File: config.mk
export PLATFORM = sky130hd
export DESIGN_NAME = mem2_wb_stage
export DESIGN_NICKNAME = d
export VERILOG_FILES = /design/src/rtl/mem2_wb_stage.sv
export SDC_FILE = /design/constraint.sdc
export NUM_CORES = 1
export LEC_CHECK = 0
export ABC_AREA = 1
export ABC_CLOCK_PERIOD_IN_PS = 16800
export CAP_MARGIN = 40
export CORE_ASPECT_RATIO = 1.1
export CORE_MARGIN = 10
export CORE_UTILIZATION = 48
export DETAILED_ROUTE_END_ITERATION = 8
export GPL_TIMING_DRIVEN = 0
export PLACE_DENSITY = 0.87
export SLEW_MARGIN = 20
export SYNTH_ARGS = -nofsm -noshare
export SYNTH_HDL_FRONTEND = slang
export SYNTH_SLANG_ARGS = --single-unit
File: constraint.sdc
create_clock -name clk -period 16.8 [get_ports clk]
set_input_delay 2.52 -clock clk [delete_from_list [all_inputs] [get_ports clk]]
set_output_delay 2.52 -clock clk [all_outputs]
set_load 0.1 [all_outputs]
File: src/rtl/mem2_wb_stage.sv
// -----------------------------------------------------------------------------
// mem2_wb_stage
//   MEM2 pipeline stage. Captures instruction state from MEM, waits for the
//   DCache load response, then aligns and sign/zero-extends the load data.
//   It drives the registered instruction fields and the selected writeback
//   value to WB, and requests a stall while a load response is outstanding.
//
// Ports
//   clk, rst            : clock (rising edge), asynchronous active-high reset
//   MEM2_Flush          : clear stage contents (priority over MEM2_Wr)
//   MEM2_Wr             : capture enable from the hazard unit
//   MEM_*               : MEM-stage instruction fields (ALUOut = load address)
//   MEM_IsLoad          : instruction expects a DCache read response
//   MEM_LoadType        : 000 LW, 001 LB, 010 LBU, 011 LH, 100 LHU (else LW)
//   dc_rdata_valid      : one-cycle DCache read-data-valid pulse
//   dc_rdata            : raw aligned word from DCache
//   MEM2_*              : registered fields presented to WB
//   MEM2_DMOut          : extended load data
//   MEM2_Result         : writeback value selected by MEM2_WbSel
//   MEM2_Busy           : stall request to the hazard unit
// -----------------------------------------------------------------------------
module mem2_wb_stage (
  input  logic        clk,
  input  logic        rst,
  input  logic        MEM2_Flush,
  input  logic        MEM2_Wr,
  input  logic [31:0] MEM_PC,
  input  logic [31:0] MEM_Instr,
  input  logic [31:0] MEM_ALUOut,
  input  logic [31:0] MEM_OutB,
  input  logic [1:0]  MEM_WbSel,
  input  logic [4:0]  MEM_Dst,
  input  logic [3:0]  MEM_RegsWrType,
  input  logic        MEM_IsLoad,
  input  logic [2:0]  MEM_LoadType,
  input  logic        dc_rdata_valid,
  input  logic [31:0] dc_rdata,
  output logic [31:0] MEM2_PC,
  output logic [31:0] MEM2_Instr,
  output logic [31:0] MEM2_ALUOut,
  output logic [31:0] MEM2_OutB,
  output logic [1:0]  MEM2_WbSel,
  output logic [4:0]  MEM2_Dst,
  output logic [3:0]  MEM2_RegsWrType,
  output logic [31:0] MEM2_DMOut,
  output logic [31:0] MEM2_Result,
  output logic        MEM2_Busy
);

  typedef enum logic {S_IDLE, S_WAIT} state_e;

  localparam logic [2:0] LT_LB  = 3'b001;
  localparam logic [2:0] LT_LBU = 3'b010;
  localparam logic [2:0] LT_LH  = 3'b011;
  localparam logic [2:0] LT_LHU = 3'b100;

  state_e      state_q, state_d;
  logic [31:0] pc_q, pc_d;
  logic [31:0] instr_q, instr_d;
  logic [31:0] aluout_q, aluout_d;
  logic [31:0] outb_q, outb_d;
  logic [1:0]  wbsel_q, wbsel_d;
  logic [4:0]  dst_q, dst_d;
  logic [3:0]  regswr_q, regswr_d;
  logic [2:0]  ldtype_q, ldtype_d;
  logic [31:0] dmout_q, dmout_d;

  logic        resp;
  logic        capture;
  logic [31:0] byte_sh;
  logic [31:0] half_sh;
  logic [31:0] load_ext;

  // A response only counts while a load is outstanding; late pulses in IDLE
  // (e.g. after a flush) are dropped.
  assign resp      = (state_q == S_WAIT) && dc_rdata_valid;
  assign MEM2_Busy = (state_q == S_WAIT) && !dc_rdata_valid;
  assign capture   = MEM2_Wr && !MEM2_Flush && !MEM2_Busy;

  // Alignment: low address bits come from the registered load address.
  assign byte_sh = dc_rdata >> {aluout_q[1:0], 3'b000};
  assign half_sh = dc_rdata >> {aluout_q[1], 4'b0000};

  always_comb begin
    // NOTE: every combinational output gets a default first so no path
    // leaves it unassigned, which would otherwise infer a latch.
    load_ext = dc_rdata;
    case (ldtype_q)
      LT_LB:   load_ext = {{24{byte_sh[7]}}, byte_sh[7:0]};
      LT_LBU:  load_ext = {24'h0, byte_sh[7:0]};
      LT_LH:   load_ext = {{16{half_sh[15]}}, half_sh[15:0]};
      LT_LHU:  load_ext = {16'h0, half_sh[15:0]};
      default: load_ext = dc_rdata;
    endcase
  end

  // Next-state logic: flush > capture > response latch > hold.
  always_comb begin
    state_d  = state_q;
    pc_d     = pc_q;
    instr_d  = instr_q;
    aluout_d = aluout_q;
    outb_d   = outb_q;
    wbsel_d  = wbsel_q;
    dst_d    = dst_q;
    regswr_d = regswr_q;
    ldtype_d = ldtype_q;
    dmout_d  = dmout_q;

    if (MEM2_Flush) begin
      state_d  = S_IDLE;
      pc_d     = '0;
      instr_d  = '0;
      aluout_d = '0;
      outb_d   = '0;
      wbsel_d  = '0;
      dst_d    = '0;
      regswr_d = '0;
      ldtype_d = '0;
      dmout_d  = '0;
    end else if (capture) begin
      // Capture may coincide with a response: WB takes the result at this
      // same edge, so the new instruction overwrites the stage.
      state_d  = MEM_IsLoad ? S_WAIT : S_IDLE;
      pc_d     = MEM_PC;
      instr_d  = MEM_Instr;
      aluout_d = MEM_ALUOut;
      outb_d   = MEM_OutB;
      wbsel_d  = MEM_WbSel;
      dst_d    = MEM_Dst;
      regswr_d = MEM_RegsWrType;
      ldtype_d = MEM_LoadType;
      dmout_d  = '0;
    end else if (resp) begin
      state_d = S_IDLE;
      dmout_d = load_ext;
    end
  end

  always_ff @(posedge clk or posedge rst) begin
    if (rst) begin
      state_q  <= S_IDLE;
      pc_q     <= '0;
      instr_q  <= '0;
      aluout_q <= '0;
      outb_q   <= '0;
      wbsel_q  <= '0;
      dst_q    <= '0;
      regswr_q <= '0;
      ldtype_q <= '0;
      dmout_q  <= '0;
    end else begin
      // NOTE: non-blocking assignments so all state updates at once at the
      // edge, independent of statement order.
      state_q  <= state_d;
      pc_q     <= pc_d;
      instr_q  <= instr_d;
      aluout_q <= aluout_d;
      outb_q   <= outb_d;
      wbsel_q  <= wbsel_d;
      dst_q    <= dst_d;
      regswr_q <= regswr_d;
      ldtype_q <= ldtype_d;
      dmout_q  <= dmout_d;
    end
  end

  assign MEM2_PC         = pc_q;
  assign MEM2_Instr      = instr_q;
  assign MEM2_ALUOut     = aluout_q;
  assign MEM2_OutB       = outb_q;
  assign MEM2_WbSel      = wbsel_q;
  assign MEM2_Dst        = dst_q;
  assign MEM2_RegsWrType = regswr_q;

  // In the response cycle the extended data bypasses the register so WB can
  // capture it at the same edge it is latched here.
  assign MEM2_DMOut = resp ? load_ext : dmout_q;

  always_comb begin
    MEM2_Result = pc_q + 32'd8;
    case (wbsel_q)
      2'b00:   MEM2_Result = pc_q + 32'd8;
      2'b01:   MEM2_Result = aluout_q;
      2'b10:   MEM2_Result = outb_q;
      default: MEM2_Result = MEM2_DMOut;
    endcase
  end

endmodule

==> out/metrics.cfg, run 1 <==
[synthesis]
synth_largest_area_cell = dfrtp_1
yosysMostFrequentCell = nand2_1
synth_edf_count = 0
synth-seq-area-share = 0.441
synth-seq-cells = 175
synthesis.nets = 1576
synthCells = 1395
netlist_area_um2 = 9940
synth.avg_cell_area_um2 = 7.13
synth_top_area_frac = 0.441
synth_flop_cell = dfrtp_1
synth.area.top_cells = dfrtp_1, nand3_1, nand2_1
synth_cell_types = 32
yosys_warnings = 0
synthArstFlopShare = 1.00
synth_commonest_cells = nand2_1, inv_1, nand3_1, dfrtp_1, o21ai_0

[status]
status = stopped before the end
stop_stage = global routing
error_line = [ERROR GRT-0232] Routing congestion too high. Check the congestion heatmap in the GUI.

[die]
ioPinCount = 384
placementRows = 55
die_h_um = 171
initial_core_util = 0.485
die_w_um = 157

[clocking]
ctsHtreeMaxLevel = 4
cts_hold_buf = 0
ctsResizeCount = 0
cts_setup_buffers = 0
cts_buffers = 17
cts.path.max_buffers = 2
cts.sinks = 175
cts_root_buf = clkbuf_16

[global_route]
antenna_found_initial = 24
grt_max_degree = 99
grt.overflow.total = 3
track_usage = 0.721

[place]
place_congestion = 0.981
port_buffers = 383
post_dp_cell_area_um2 = 18600
hpwl_um = 50300

==> through the flow <==
step,instances,utilization,worst slack [ns]
after detailed placement,2239,0.908,9.16
after floorplan,1395,-,9.53
after global placement,2034,0.687,7.10
after CTS,2270,0.935,9.07
==> logic make-up after synthesis <==
group	Yosys count	synth area share
adder cells (fa/ha/maj)	1	0.00126
flip-flops	175	0.441
XOR/XNOR	1	0.000881
buffers and inverters	316	0.130
AO/OA/AOI/OAI	230	0.121
AND/OR/NAND/NOR	672	0.306
==> layer usage <==
metal	overflow	track usage
met2	0	0.861
met3	0	0.670
met4	3	0.726
met1	0	0.658
met5	0	0.391
==> run 2, diff against run 1 <==
- CORE_ASPECT_RATIO: 1.1 -> unset
- CORE_UTILIZATION: 48 -> 40
- PLACE_DENSITY: 0.87 -> unset
- PLACE_DENSITY_LB_ADDON: unset -> 0.15
==> run 2 against run 1 <==
The flow now finishes without violations. Synthesized area is the same. Synthesized cell count did not move.
==> out/metrics.cfg, run 2 <==
[global_route]
grt_pass1_wl_um = 84100
grt_pass1_vias = 13700
track_usage = 0.352
grt_max_degree = 66
antenna_found_initial = 7
grt.overflow.total = 0

[min_path]
min_to = MEM2_Instr[19]
min_path_cells = 2
hp-start = MEM2_Instr[19]
hp-class = flop to flop

[setup_path]
r2r_slack_ns = 14.69
cp.arrival_ns = 5.16
critPathLaunchType = primary input
reg2reg_depth = 8
cp.required_ns = 14.28
end_kind = output port
cp_max_fo = 10
crit_type = primary input to output port
r2r-start = state_q
reg2reg_to = MEM2_WbSel[0]

[sta]
finalClockSkew_ns = 0.0145
clock.fmax_ghz = 0.130
finalMaxSlewViolations = 0
tns_ns = 0
period_share = 0.457
hold_viol = 0
setup_violations = 0
hold_slack_ns = 0.531
fin_crit_ns = 7.68
rsz0062_at_grt = no
max_slew.worst_pin.slew_ns = 0.739
slew_headroom = 0.507

[routing]
routed_wl_um = 57000
drt_iter0_drc = 1187
ant_nets = 0
num_vias = 12800
drc_errors = 0
viasPerCell = 5.46
firstDrtPassIters = 6
wl_per_cell_um = 24.3

[place]
dp.cells = 2308
place_congestion = 0.956
port_buffers = 383
hpwl_um = 45500
post_dp_cell_area_um2 = 18700

[die]
dieArea_um2 = 31600
die_w_um = 178
initial_core_util = 0.408
ioPinCount = 384
core_area_um2 = 24400
placementRows = 57
die_h_um = 178

[clocking]
cts_setup_buffers = 0
cts.path.max_buffers = 2
path_clk_slew_ns = 0.08
ctsResizeCount = 0
cts_root_buf = clkbuf_16
clock_latency_ns = 0.45
cts_hold_buf = 0
cts_tree = done
ctsHtreeMaxLevel = 4
cts_buffers = 17
cts.sinks = 175

[synthesis]
synth_largest_area_cell = dfrtp_1
yosysMostFrequentCell = nand2_1
netlist_area_um2 = 9940
synth_edf_count = 0
synthArstFlopShare = 1.00
synth_flop_cell = dfrtp_1
synth-seq-cells = 175
synth-seq-area-share = 0.441
synth.avg_cell_area_um2 = 7.13
synth_commonest_cells = nand2_1, inv_1, nand3_1, dfrtp_1, o21ai_0
synth_top_area_frac = 0.441
yosys_warnings = 0
synthesis.nets = 1576
synthCells = 1395
synth.area.top_cells = dfrtp_1, nand3_1, nand2_1
synth_cell_types = 32

[power_and_ir_drop]
power_density_nw_per_um2 = 92.8
peakVddDrop_mv = 0.0703
p_leak_nw = 9.03

[status]
status = completed

[finish]
layout.nets = 2184
final_cell_mix = clkdlybuf4s50_1, nand2_1, inv_1
fin_util = 0.793
syn_to_final_growth_pct = 94.5
layout_commonest_cell = clkdlybuf4s50_1
final_layout_size_suffix_gt1_frac = 0.174
layout.cells.non_filler = 2345
finalInstanceArea_um2 = 19300

[run]
cap_violations = 0

## run 2: cell counts after synthesis
No cell type changed its count.
## run 2: cells by family (layout without fill, tap and decap cells)
group           after synthesis  in the layout  share of synthesized area
buf+inv                     316            937                      0.130
fa+ha+maj                     1              1                    0.00126
compound gates              230            230                      0.121
flops                       175            175                      0.441
simple gates                672            672                      0.306
xor+xnor                      1              1                   0.000881
other cells                   0              5                          0
## run 2: per-layer routing
metal	wire, um	up-vias	GRT usage
li1	-	5648	-
met3	5540	170	0.0994
met1	20000	6188	0.384
met5	12	-	0
met2	28500	789	0.613
met4	2890	2	0.177
## run 2: worst max path at each step
stage                         from         endpoint  slack, ns
floorplan                      rst   MEM2_ALUOut[0]       9.53
global placement               rst      dmout_q[21]       6.83
detailed placement  dc_rdata_valid   MEM2_Result[8]       9.20
CTS                 dc_rdata_valid  MEM2_Result[31]       9.19
global route        dc_rdata_valid   MEM2_Result[8]       9.05
finish              dc_rdata_valid   MEM2_Result[8]       9.12
## run 2: worst max-delay path, cell delays in order
cell and delay [ns]:
clkdlybuf4s50_1 0.53, nand2_1 0.35, inv_2 0.25, buf_2 0.27, nand2_1 0.10, inv_2 0.11, nand2_1 0.10, nand3_1 0.08
nand3_1 0.06, clkdlybuf4s50_1 0.54, buf_16 0.22
## run 2: power by group
part	switching (mW)	internal, mW	total [mW]
clock network	0.201	0.243	0.444
logic	0.542	0.328	0.870
registers	0.0293	0.450	0.480
## run 2: area by class of cell
class | count | area [um2]
Tap cell | 324 | 405
Antenna cell | 5 | 12.5
Fill cell | 1499 | 5050
Sequential cell | 175 | 4380
Buffer | 75 | 387
Clock inverter | 13 | 176
Multi-Input combinational cell | 904 | 4270
Clock buffer | 19 | 443
Timing Repair Buffer | 589 | 8350
Inverter | 241 | 917
## run 2: stage by stage
stage	setup slack (ns)	total power, mW
after floorplan	9.53	0.917
after global placement	6.83	1.12
after detailed placement	9.20	1.35
after CTS	9.19	1.78
after global routing	9.05	1.83
final	9.12	1.79
(Power assumes the default switching activity.)
==> run 3, diff against run 2 <==
- ABC_CLOCK_PERIOD_IN_PS: 16800 -> 7600
- clock period: 16.8 -> 7.6 ns (I/O delays scaled with it)
==> results of run 3 <==
The final DEF is identical to that of run 2. Status: completed.
Among the figures that moved: setup slack after placement 9.20 ns -> 2.76 ns; setup slack after layout 9.12 ns -> 2.68 ns; register-to-register setup slack 14.69 ns -> 5.49 ns; total power 1.79 mW -> 3.97 mW; worst IR drop on VDD 0.0703 mV -> 0.155 mV
